<file path="src/rtl/jt51_timer_pkg.sv">
// Shared constants for the YM2151 timer register controller:
// register addresses, control-register bit positions and CSM state encoding.
package jt51_timer_pkg;

    localparam logic [7:0] TIMER_A_HI = 8'h10;
    localparam logic [7:0] TIMER_A_LO = 8'h11;
    localparam logic [7:0] TIMER_B    = 8'h12;
    localparam logic [7:0] TIMER_CTL  = 8'h14;

    // Bit positions inside the 0x14 control register
    localparam int CTL_LOAD_A     = 0;
    localparam int CTL_LOAD_B     = 1;
    localparam int CTL_IRQ_A      = 2;
    localparam int CTL_IRQ_B      = 3;
    localparam int CTL_CLR_FLAG_A = 4;
    localparam int CTL_CLR_FLAG_B = 5;
    localparam int CTL_CSM        = 7;

    typedef enum logic [1:0] {
        CSM_IDLE = 2'd0,
        CSM_KON  = 2'd1,
        CSM_KOFF = 2'd2
    } csm_state_t;

endpackage

</file>
<file path="src/rtl/jt51_timer_ctrl_if.sv">
// CPU register-write bus into the timer controller.
interface jt51_timer_ctrl_if;

    logic       wr;
    logic [7:0] addr;
    logic [7:0] din;

    modport master (output wr, addr, din);
    modport slave  (input  wr, addr, din);

endinterface

</file>
<file path="src/rtl/jt51_csm_seq.sv">
// CSM sequencer: each accepted timer-A overflow produces a key-on sweep
// followed by a key-off sweep across all channels, one channel per cen.
module jt51_csm_seq
    import jt51_timer_pkg::*;
#(
    parameter  int NCH = 8,
    localparam int CHW = $clog2(NCH)
) (
    input  logic           clk,
    input  logic           rst_n,
    input  logic           cen,
    input  logic           overflow_A,
    input  logic           csm,
    output logic           csm_kon,
    output logic           csm_koff,
    output logic [CHW-1:0] csm_ch,
    output logic           csm_busy
);

    localparam logic [CHW-1:0] LAST_CH = CHW'(NCH - 1);

    csm_state_t     state;
    logic [CHW-1:0] idx;

    assign csm_ch = idx;

    // Overflows are only looked at from IDLE, so they never restart or queue a sweep
    always_ff @(posedge clk or negedge rst_n) begin
        if (!rst_n) begin
            state    <= CSM_IDLE;
            idx      <= '0;
            csm_kon  <= 1'b0;
            csm_koff <= 1'b0;
            csm_busy <= 1'b0;
        end else if (cen) begin
            case (state)
                CSM_IDLE: begin
                    if (overflow_A && csm) begin
                        state    <= CSM_KON;
                        idx      <= '0;
                        csm_kon  <= 1'b1;
                        csm_koff <= 1'b0;
                        csm_busy <= 1'b1;
                    end
                end
                CSM_KON: begin
                    if (idx == LAST_CH) begin
                        state    <= CSM_KOFF;
                        idx      <= '0;
                        csm_kon  <= 1'b0;
                        csm_koff <= 1'b1;
                    end else begin
                        idx <= idx + CHW'(1);
                    end
                end
                CSM_KOFF: begin
                    if (idx == LAST_CH) begin
                        state    <= CSM_IDLE;
                        idx      <= '0;
                        csm_koff <= 1'b0;
                        csm_busy <= 1'b0;
                    end else begin
                        idx <= idx + CHW'(1);
                    end
                end
                default: begin
                    state    <= CSM_IDLE;
                    idx      <= '0;
                    csm_kon  <= 1'b0;
                    csm_koff <= 1'b0;
                    csm_busy <= 1'b0;
                end
            endcase
        end
    end

endmodule

</file>
<file path="src/rtl/jt51_timer_ctrl.sv">
// Register-side controller for the YM2151 timer pair: decodes 0x10-0x14 writes,
// holds one-shot commands until the next cen edge and hosts the CSM sequencer.
module jt51_timer_ctrl
    import jt51_timer_pkg::*;
#(
    parameter  int NCH = 8,
    localparam int CHW = $clog2(NCH)
) (
    input  logic                   clk,
    input  logic                   rst_n,
    input  logic                   cen,
    jt51_timer_ctrl_if.slave       bus,
    input  logic                   overflow_A,
    output logic [9:0]             value_A,
    output logic [7:0]             value_B,
    output logic                   load_A,
    output logic                   load_B,
    output logic                   clr_run_A,
    output logic                   clr_run_B,
    output logic                   clr_flag_A,
    output logic                   clr_flag_B,
    output logic                   enable_irq_A,
    output logic                   enable_irq_B,
    output logic                   csm,
    output logic                   csm_kon,
    output logic                   csm_koff,
    output logic [CHW-1:0]         csm_ch,
    output logic                   csm_busy
);

    logic wr_ctl;

    assign wr_ctl = bus.wr && (bus.addr == TIMER_CTL);

    always_ff @(posedge clk or negedge rst_n) begin
        if (!rst_n) begin
            value_A      <= '0;
            value_B      <= '0;
            enable_irq_A <= 1'b0;
            enable_irq_B <= 1'b0;
            csm          <= 1'b0;
        end else if (bus.wr) begin
            case (bus.addr)
                TIMER_A_HI: value_A[9:2] <= bus.din;
                TIMER_A_LO: value_A[1:0] <= bus.din[1:0];
                TIMER_B:    value_B      <= bus.din;
                TIMER_CTL: begin
                    csm          <= bus.din[CTL_CSM];
                    enable_irq_B <= bus.din[CTL_IRQ_B];
                    enable_irq_A <= bus.din[CTL_IRQ_A];
                end
                default: ;
            endcase
        end
    end

    // A cen edge consumes the held commands; a write on the same clk re-arms
    // afterwards so its commands survive to the following cen.
    always_ff @(posedge clk or negedge rst_n) begin
        if (!rst_n) begin
            load_A     <= 1'b0;
            load_B     <= 1'b0;
            clr_run_A  <= 1'b0;
            clr_run_B  <= 1'b0;
            clr_flag_A <= 1'b0;
            clr_flag_B <= 1'b0;
        end else begin
            if (cen) begin
                load_A     <= 1'b0;
                load_B     <= 1'b0;
                clr_run_A  <= 1'b0;
                clr_run_B  <= 1'b0;
                clr_flag_A <= 1'b0;
                clr_flag_B <= 1'b0;
            end
            if (wr_ctl) begin
                load_A    <=  bus.din[CTL_LOAD_A];
                clr_run_A <= ~bus.din[CTL_LOAD_A];
                load_B    <=  bus.din[CTL_LOAD_B];
                clr_run_B <= ~bus.din[CTL_LOAD_B];
                if (bus.din[CTL_CLR_FLAG_A]) clr_flag_A <= 1'b1;
                if (bus.din[CTL_CLR_FLAG_B]) clr_flag_B <= 1'b1;
            end
        end
    end

    jt51_csm_seq #(.NCH(NCH)) u_csm_seq (
        .clk        (clk),
        .rst_n      (rst_n),
        .cen        (cen),
        .overflow_A (overflow_A),
        .csm        (csm),
        .csm_kon    (csm_kon),
        .csm_koff   (csm_koff),
        .csm_ch     (csm_ch),
        .csm_busy   (csm_busy)
    );

endmodule

</file>
<file path="src/flat_wrapper.sv">
// flat-port wrapper written by rule: the top's interface ports become plain ports
module jt51_timer_ctrl_flat import jt51_timer_pkg::*;
#(
    parameter  int NCH = 8,
    localparam int CHW = $clog2(NCH)
)
  (clk, rst_n, cen, overflow_A, value_A, value_B, load_A, load_B, clr_run_A, clr_run_B, clr_flag_A, clr_flag_B, enable_irq_A, enable_irq_B, csm, csm_kon, csm_koff, csm_ch, csm_busy, bus_wr, bus_addr, bus_din);
  jt51_timer_ctrl_if bus_i ();
  input  logic clk;
  input  logic rst_n;
  input  logic cen;
  input  logic overflow_A;
  output logic [9:0] value_A;
  output logic [7:0] value_B;
  output logic load_A;
  output logic load_B;
  output logic clr_run_A;
  output logic clr_run_B;
  output logic clr_flag_A;
  output logic clr_flag_B;
  output logic enable_irq_A;
  output logic enable_irq_B;
  output logic csm;
  output logic csm_kon;
  output logic csm_koff;
  output logic [CHW-1:0] csm_ch;
  output logic csm_busy;
  input wire logic [$bits(bus_i.wr)-1:0] bus_wr;
  input wire logic [$bits(bus_i.addr)-1:0] bus_addr;
  input wire logic [$bits(bus_i.din)-1:0] bus_din;
  assign bus_i.wr = bus_wr;
  assign bus_i.addr = bus_addr;
  assign bus_i.din = bus_din;
  jt51_timer_ctrl #(.NCH(NCH)) u_core (.clk(clk), .rst_n(rst_n), .cen(cen), .bus(bus_i), .overflow_A(overflow_A), .value_A(value_A), .value_B(value_B), .load_A(load_A), .load_B(load_B), .clr_run_A(clr_run_A), .clr_run_B(clr_run_B), .clr_flag_A(clr_flag_A), .clr_flag_B(clr_flag_B), .enable_irq_A(enable_irq_A), .enable_irq_B(enable_irq_B), .csm(csm), .csm_kon(csm_kon), .csm_koff(csm_koff), .csm_ch(csm_ch), .csm_busy(csm_busy));
endmodule
</file>
<file path="config.mk">
export PLATFORM = sky130hd
export DESIGN_NAME = jt51_timer_ctrl_flat
export DESIGN_NICKNAME = d
export VERILOG_FILES = /design/src/rtl/jt51_timer_pkg.sv /design/src/rtl/jt51_timer_ctrl_if.sv /design/src/rtl/jt51_csm_seq.sv /design/src/rtl/jt51_timer_ctrl.sv /design/src/flat_wrapper.sv
export SDC_FILE = /design/constraint.sdc
export NUM_CORES = 1
export LEC_CHECK = 0
export ABC_AREA = 1
export ABC_CLOCK_PERIOD_IN_PS = 1290
export CORE_MARGIN = 2
export CORE_UTILIZATION = 25
export DETAILED_ROUTE_END_ITERATION = 7
export HOLD_SLACK_MARGIN = 0.12
export SLEW_MARGIN = 10
export SYNTH_ARGS = -nofsm -noshare
export SYNTH_HDL_FRONTEND = slang
export SYNTH_SLANG_ARGS = --single-unit
</file>
<file path="constraint.sdc">
create_clock -name clk -period 1.29 [get_ports clk]
set_input_delay 0.129 -clock clk [delete_from_list [all_inputs] [get_ports clk]]
set_output_delay 0.129 -clock clk [all_outputs]
set_load 0.01 [all_outputs]
</file>
[After elaboration in Yosys (flattened, before gate mapping)]
Cells that the tools add are included.
Cells by class
  add/subtract/negate cells: 1
  eq/ne operators: 10
  muxes and demuxes: 25
  bitwise operators: 4
  reduce and logical (&&, ||, !) cells: 13
Operators with widths (count)
  equality test 8 x 5 -> 1 bit, second input constant: 4
  two-way mux 1 bit: 15
  AND reduction 4 bit: 3
  AND reduction 2 bit: 5
  case mux 1 bit (3 select lines): 3
  two-way mux 2 bit: 3
  two-way mux 3 bit: 2
  != test 2 bit, second input constant: 3
  case mux 2 bit (3 select lines): 1
  case mux 3 bit (2 select lines): 1
  NOT 1 bit: 4
  adder 3 x 1 -> 3 bit, second input constant: 1
  equality test 3 bit, second input constant: 1
  equality test 2 x 1 -> 1 bit, second input constant: 1
  equality test 2 bit, second input constant: 1
  logical AND 1 bit: 2
  zero test 2 bit: 1
  nonzero test 2 bit: 1
  OR reduction 2 bit: 1
Storage, ports and cells
  flip-flop bits (word level): 35
  input port bits: 21
  output and inout port bits: 33
  word-level logic and storage cells: 70

[Depth between registers and ports, before layout]
Gate-level depths: netlist of the first run.
  word-level depth: 3
  mapped depth: 8

[Modules after synthesis]
A second synthesis of the first run with hierarchy kept.
Unflattened totals
  cell total of the unflattened synthesis: 171
  area total of the unflattened synthesis: 1646.6 um2
By module, submodules not included
  jt51_timer_ctrl: instances 1, cells an instance 118, area each 1221.2 um2, seq. area each 675.6 um2
  jt51_csm_seq: instances 1, cells an instance 53, area each 425.4 um2, seq. area each 175.2 um2

[Worst setup path after synthesis of the first run]
No wires, ideal clock.
  path type: register -> register
  start point: register, netlist name u_core.u_csm_seq.csm_koff
  end point: register u_core.u_csm_seq.csm_busy
  setup time: 0.123 ns
  data arrival time: 1.140 ns
  required time: 1.167 ns
  path slack: 0.027 ns
  stages on the path, launching flop included: 7
  period minus slack after synthesis: 1.263 ns
  path through: dfrtp_1 -> inv_1 -> ha_1 -> nand2_1 -> nand2_1 -> o21ai_0 -> nand2_1
RTL lines
  to (signal assigned): line jt51_csm_seq.sv:34  | csm_busy <= 1'b0;
  to (signal assigned): line jt51_csm_seq.sv:43  | csm_busy <= 1'b1;
  to (signal assigned): line jt51_csm_seq.sv:61  | csm_busy <= 1'b0;
  to (decl): line jt51_csm_seq.sv:17  | output logic csm_busy

[Final worst setup path of the first run]
  start point: register u_core.u_csm_seq.idx[1] (netlist: u_core.u_csm_seq.csm_ch[1])
  end point: register u_core.u_csm_seq.csm_busy
Between the ends
  longest elaborated chain between the ends: 3
Ends and longest elaborated chain
  from (decl): line jt51_csm_seq.sv:23  | logic [CHW-1:0] idx;
  from (signal assigned): line jt51_csm_seq.sv:53  | idx <= idx + CHW'(1);
  from (signal assigned): line jt51_csm_seq.sv:63  | idx <= idx + CHW'(1);
  equality test 3 bit: line jt51_csm_seq.sv:57  | if (idx == LAST_CH) begin
  != test 2 bit (no source line)
  AND reduction 4 bit (no source line)
  to (signal assigned): line jt51_csm_seq.sv:43
  to (signal assigned): line jt51_csm_seq.sv:61
  to (signal assigned): line jt51_csm_seq.sv:71  | csm_busy <= 1'b0;
Every way passes these cells.
A chain may end at the register's enable or synchronous reset.

==> flow_metrics.py, run 1 <==
metrics = {
    "outcome": {
        "outcome": "finished, final reports clean",
    },
    "layout": {
        "nNetsFinal": 262,
        "fin_util": 0.385,
        "regArea_sq_um": 851,
        "drive_above_1_share": 0.241,
        "area_delta_synth_final_pct": 50.6,
        "fillCellCount": 655,
        "multiInputGateArea_sq_um": 668,
        "n_antenna_cell": 0,
    },
    "sta": {
        "finClkSkew_ns": 0.00193,
        "worst_pin_slew_ns": 0.435,
        "slew_violations": 0,
        "whs_ns": 0.404,
        "hold_viol": 0,
        "slew_headroom": 0.710,
        "tns_ns": 0,
        "finalSetupViolations": 0,
        "fin_crit_ns": 1.22,
        "fin_crit_sh": 0.946,
        "timing.final.ws_setup_ns": 0.0692,
        "max_freq_ghz": 0.819,
    },
    "cts": {
        "path_clk_slew_ns": 0.07,
        "numCtsBuffers": 5,
        "tritoncts": "built",
        "clk_latency_ns": 0.28,
        "htreeDepth": 2,
        "clk_root_buffer_cell": "clkbuf_8",
        "cts.path.max_buffers": 2,
        "clock-sinks": 34,
    },
    "synthesis": {
        "synth_common_cells": "nand2_1, dfrtp_1, inv_1, o21ai_2, o21ai_0",
        "synth_flop_cell": "dfrtp_1",
        "syn-mean-instance-area_sq_um": 9.66,
        "synth_fp_nets": 191,
        "ys_seq_area_frac": 0.534,
        "synth_top_area_frac": 0.534,
        "synth_cell_type_count": 19,
        "synthCells": 165,
        "synth_area_leader_cell": "dfrtp_1",
        "synthTopCellsByArea": "dfrtp_1, nand2_1, o21ai_2",
        "synth_edf_count": 0,
        "yosysWarnings": 0,
        "ys_async_sr_fraction": 1.00,
        "yosys_register_bits": 34,
        "synth_most_common_cell": "nand2_1",
        "synth_area_sq_um": 1590,
    },
    "setup_path": {
        "cpPeakStageDelay_ns": 0.39,
        "path_cells": "ha_2 > ha_4 > inv_2 > nand2_2 > nand2_1 > nor2_1 > nand2_1 > nand2_1",
        "critPathRequiredTime_ns": 1.46,
        "critPathMaxFanout": 2,
        "crit_type": "reg -> reg",
        "cp-end-kind": "flip-flop",
        "cp_common_cell": "nand2_1",
        "startpoint_type": "flip-flop",
        "r2r_start": "u_core.u_csm_seq.csm_ch[1]",
        "cp-startpoint": "u_core.u_csm_seq.csm_ch[1]",
        "critical_path.slowest_cell": "dfrtp_1",
        "crit_arrival_ns": 1.39,
    },
    "grt": {
        "grt_pass1_wl_um": 6000,
        "grt.overflow.total": 0,
        "grt_start_max_net_pins": 35,
        "grt_pass1_vias": 1262,
        "antenna_found_initial": 0,
        "grtUsageTotal": 0.108,
    },
    "power": {
        "power.density_nw_per_um2": 1310,
        "p_leak_nw": 1.28,
        "vdd_drop_max_uv": 548,
        "power_mw": 3.15,
    },
    "placed_design": {
        "gp_congestion": 0.769,
        "io_buffers": 53,
        "pre_cts_ws_ns": -0.126,
        "dpl.hpwl_um": 2730,
    },
    "floorplan": {
        "die_w_um": 83.9,
        "num_rows": 29,
        "coreArea_sq_um": 6240,
        "dieArea_sq_um": 7030,
        "top_level_ports": 54,
        "die-height_um": 83.9,
        "start_util": 0.255,
    },
    "detailed_routing": {
        "drtAntennaViolNets": 0,
        "routedWlPerCell_um": 11.5,
        "drc_errors": 0,
        "drt_wl_total_um": 3630,
        "drt-vias-per-instance": 4.14,
        "firstDrtPassIters": 4,
        "drtIter0Drc": 81,
        "vias": 1300,
    },
    "job": {
        "maxCapViolCount": 0,
    },
    "worst_hold_path": {
        "min_path_type": "in -> async",
    },
}
==> registers in the layout (all words and copies together), names as in the netlist <==
signal,flops
u_core.csm,1
u_core.enable_irq_A,1
u_core.u_csm_seq.csm_kon,1
u_core.enable_irq_B,1
u_core.clr_flag_A,1
u_core.clr_flag_B,1
u_core.clr_run_B,1
u_core.u_csm_seq.state,1
u_core.u_csm_seq.csm_koff,1
u_core.load_B,1
u_core.clr_run_A,1
u_core.u_csm_seq.csm_busy,1
u_core.u_csm_seq.csm_ch,3
u_core.value_B,8
u_core.load_A,1
u_core.value_A,10
==> critical path, delay by kind of cell, from the launching register on <==
kind                     cells  cell delay, ns
buffers and inverters        1            0.07
AND/OR/NAND/NOR              5            0.28
adder cells (fa/ha/maj)      2            0.36
flip-flops                   1            0.39
==> per-layer routing <==
metal | vias up | part of all wire | global-route usage
met2 | 27 | 0.50 | 0.175
met4 | 0 | 0.0091 | 0.0352
li1 | 672 | - | -
met5 | - | 0 | 0
met3 | 4 | 0.049 | 0.0386
met1 | 597 | 0.44 | 0.135
==> through the flow <==
| step | instance area, sq um | cells |
|---|---|---|
| after CTS | 2370 | 314 |
| after global routing | 2400 | 314 |
| after global placement | 2300 | 305 |
| after detailed placement | 2300 | 305 |
| final | 2400 | 314 |
| after floorplan | 1590 | 165 |
==> area by class of cell <==
cell class	count	area share
Timing Repair Buffer	66	0.249
Multi-Input combinational cell	107	0.278
Clock inverter	1	0.0125
Clock buffer	7	0.0318
Tap cell	77	0.0401
Inverter	22	0.0344
Sequential cell	34	0.354
==> cells in the final DEF, fill, tap and decap left out, types with 2 or more instances in the layout <==
| cell type | Yosys | routed |
|---|---|---|
| dfrtp_1 | 34 | 34 |
| nand2_1 | 44 | 41 |
| dlygate4sd2_1 | 0 | 33 |
| inv_1 | 20 | 19 |
| nor2_2 | 2 | 2 |
| nand4_1 | 5 | 5 |
| buf_4 | 0 | 11 |
| nand2_2 | 5 | 7 |
| o21ai_1 | 5 | 7 |
| clkbuf_1 | 0 | 2 |
| clkbuf_8 | 0 | 5 |
| nand3_2 | 2 | 2 |
| inv_2 | 2 | 3 |
| nand3_1 | 6 | 6 |
| o21ai_0 | 8 | 6 |
| clkdlybuf4s50_1 | 0 | 19 |
| o21ai_2 | 16 | 16 |
| ha_2 | 0 | 2 |
| nor2_1 | 4 | 4 |
| ha_1 | 5 | 2 |
| nor2_4 | 2 | 2 |
==> worst paths after layout <==
check | end | slack [ns] | cells after the start
setup reg to reg | u_core.u_csm_seq.csm_busy | 0.07 | 8
min in group clk | u_core.value_A[8] | 0.45 | 3
hold / removal | u_core.u_csm_seq.csm_ch[2] | 0.40 | 3
max in group asynchronous | u_core.clr_run_A | 0.57 | 3
setup / recovery | u_core.u_csm_seq.csm_busy | 0.07 | 8
hold reg to reg | u_core.u_csm_seq.csm_kon | 0.47 | 2
==> what timing repair did <==
| action | 4_1_cts | 5_1_grt |
|---|---|---|
| resized for setup | 34 | 10 |
| endpoints found under the hold margin | 34 | 0 |
| setup buffers | 0 | 0 |
| hold buffers | 1 | 0 |
| endpoints found under the setup margin | 34 | 7 |
| pin swaps | 1 | 4 |
==> power by group <==
part / internal, mW / switching (mW) / total (mW)
Combinational: 0.437 / 0.494 / 0.931
Sequential: 1.19 / 0.0745 / 1.27
Clock: 0.578 / 0.372 / 0.950
Total: 2.21 / 0.940 / 3.15
==> cell families (layout without fill, tap and decap cells) <==
kind of cell | Yosys count | count (layout) | synth area share
simple gates | 72 | 72 | 0.229
buf+inv | 24 | 96 | 0.0659
fa+ha+maj | 5 | 5 | 0.0392
flops | 34 | 34 | 0.534
compound gates | 30 | 30 | 0.132
Power figures use the tool's default switching activity.
==> run 2: changes to the inputs <==
- CORE_UTILIZATION: 25 -> 45
- PLACE_DENSITY: not set -> 0.79
- SETUP_SLACK_MARGIN: not set -> 0.05
==> flow_metrics.py, run 2 (synthesized netlist as in run 1, its figures left out) <==
metrics = {
    "floorplan": {
        "num_rows": 21,
        "coreArea_sq_um": 3360,
        "die_w_um": 63.5,
        "top_level_ports": 54,
        "die-height_um": 63.5,
        "start_util": 0.474,
        "dieArea_sq_um": 4030,
    },
    "setup_path": {
        "critPathRequiredTime_ns": 1.58,
        "cp-startpoint": "u_core.u_csm_seq.csm_ch[0]",
        "cp-end-kind": "flip-flop",
        "critical_path.slowest_cell": "dfrtp_1",
        "cpPeakStageDelay_ns": 0.41,
        "r2r_start": "u_core.u_csm_seq.csm_ch[0]",
        "crit_type": "reg -> reg",
        "path_cells": "buf_6 > ha_4 > ha_4 > inv_4 > nand2_2 > nand4_1 > nand2_1 > o21ai_1",
        "startpoint_type": "flip-flop",
        "crit_arrival_ns": 1.62,
        "critPathMaxFanout": 3,
        "cp_common_cell": "ha_4",
    },
    "cts": {
        "cts.path.max_buffers": 2,
        "numCtsBuffers": 5,
        "path_clk_slew_ns": 0.12,
        "htreeDepth": 2,
        "clk_root_buffer_cell": "clkbuf_4",
        "clock-sinks": 34,
        "clk_latency_ns": 0.36,
        "tritoncts": "built",
    },
    "sta": {
        "whs_ns": 0.121,
        "slew_violations": 0,
        "fin_crit_ns": 1.33,
        "rsz0062_at_grt": "true",
        "worst_pin_slew_ns": 0.248,
        "fin_crit_sh": 1.03,
        "timing.final.ws_setup_ns": -0.0395,
        "finalSetupViolations": 2,
        "tns_ns": -0.0443,
        "max_freq_ghz": 0.752,
        "slew_headroom": 0.834,
        "finClkSkew_ns": 0.000417,
        "hold_viol": 0,
    },
    "power": {
        "vdd_drop_max_uv": 585,
        "p_leak_nw": 1.27,
        "power.density_nw_per_um2": 1290,
    },
    "placed_design": {
        "dpl.cell_count": 270,
        "dpl.hpwl_um": 2800,
        "gp_congestion": 0.821,
        "io_buffers": 53,
    },
    "grt": {
        "antenna_found_initial": 0,
        "grtUsageTotal": 0.207,
        "grt.overflow.total": 0,
        "grt_pass1_vias": 1417,
        "grt_start_max_net_pins": 35,
        "grt_pass1_wl_um": 6440,
    },
    "detailed_routing": {
        "vias": 1382,
        "drtIter0Drc": 63,
        "firstDrtPassIters": 4,
        "drt_wl_total_um": 3800,
        "drt-vias-per-instance": 4.87,
        "routedWlPerCell_um": 13.4,
        "drc_errors": 0,
        "drtAntennaViolNets": 0,
    },
    "layout": {
        "layout_common_cells": "nand2_1, dfrtp_1, dlygate4sd2_1",
        "largest_reg_flops": 10,
        "area_delta_synth_final_pct": 49.2,
        "largest-register": "u_core.value_A",
        "n_antenna_cell": 0,
        "drive_above_1_share": 0.273,
        "fin_cells": 284,
        "final_common_cell": "nand2_1",
        "nNetsFinal": 263,
    },
    "outcome": {
        "failed_checks": "setup timing",
        "outcome": "finished with violations",
    },
    "worst_hold_path": {
        "min_path_type": "in -> async",
    },
    "job": {
        "maxCapViolCount": 0,
    },
}
## run 2: final timing paths
path | to | slack, ns | cells past startpoint
min in group clk | u_core.value_B[6] | 0.37 | 3
hold reg to reg | u_core.value_A[5] | 0.49 | 2
hold / removal | u_core.u_csm_seq.csm_ch[2] | 0.12 | 2
setup reg to reg | u_core.u_csm_seq.state[0] | -0.04 | 8
setup / recovery | u_core.u_csm_seq.state[0] | -0.04 | 8
max in group asynchronous | u_core.value_A[9] | 0.97 | 2
## run 2: power by group
part	switching (mW)	total [mW]	internal [mW]
combinational	0.599	1.15	0.551
sequential	0.0744	1.26	1.19
clock	0.383	0.645	0.262
total	1.06	3.06	2.00
## run 2: layer usage
metal  routed length (um)  global-route usage  up-vias  share of wire
met3                  201              0.0732       11          0.053
met1                 1560               0.251      659           0.41
li1                     -                   -      677              -
met5                    0                   0        -              0
met2                 1930               0.334       35           0.51
met4                   95              0.0870        0          0.025
## run 2: worst max-delay path, delay by kind of cell, from the launching register on
family / cells / cell delay (ns)
compound gates: 1 / 0.08
buf+inv: 2 / 0.19
flops: 1 / 0.41
simple gates: 3 / 0.27
fa+ha+maj: 2 / 0.31
## run 2: layout make-up
type                       count  area [sq um]
clock inverter                 2          12.5
timing repair buffer          66           614
multi-input combinational    108           707
tap                           46          57.6
inverter                      22          85.1
fill                         285           985
sequential                    34           851
clock buffer                   6          51.3
## run 2: repair_timing
action,4_1_cts,5_1_grt
hold endpoints to repair,0,0
cloned,1,0
buffers inserted,4,1
hold buffers,0,0
resized for setup,51,6
pin swaps,9,1
setup endpoints to repair,37,9
## run 2: per-stage QoR
stage | area [sq um] | worst slack, ns | power [mW] | utilization
6_report | 2380 | -0.0395 | 3.06 | 0.707
5_1_grt | 2380 | -0.0884 | 3.28 | 0.707
4_1_cts | 2360 | -0.0351 | 3.00 | 0.702
3_5_place_dp | 2250 | -0.134 | 2.24 | 0.669
3_3_place_gp | 2250 | -0.106 | 2.17 | 0.669
2_1_floorplan | 1600 | 0.0604 | 1.75 | -
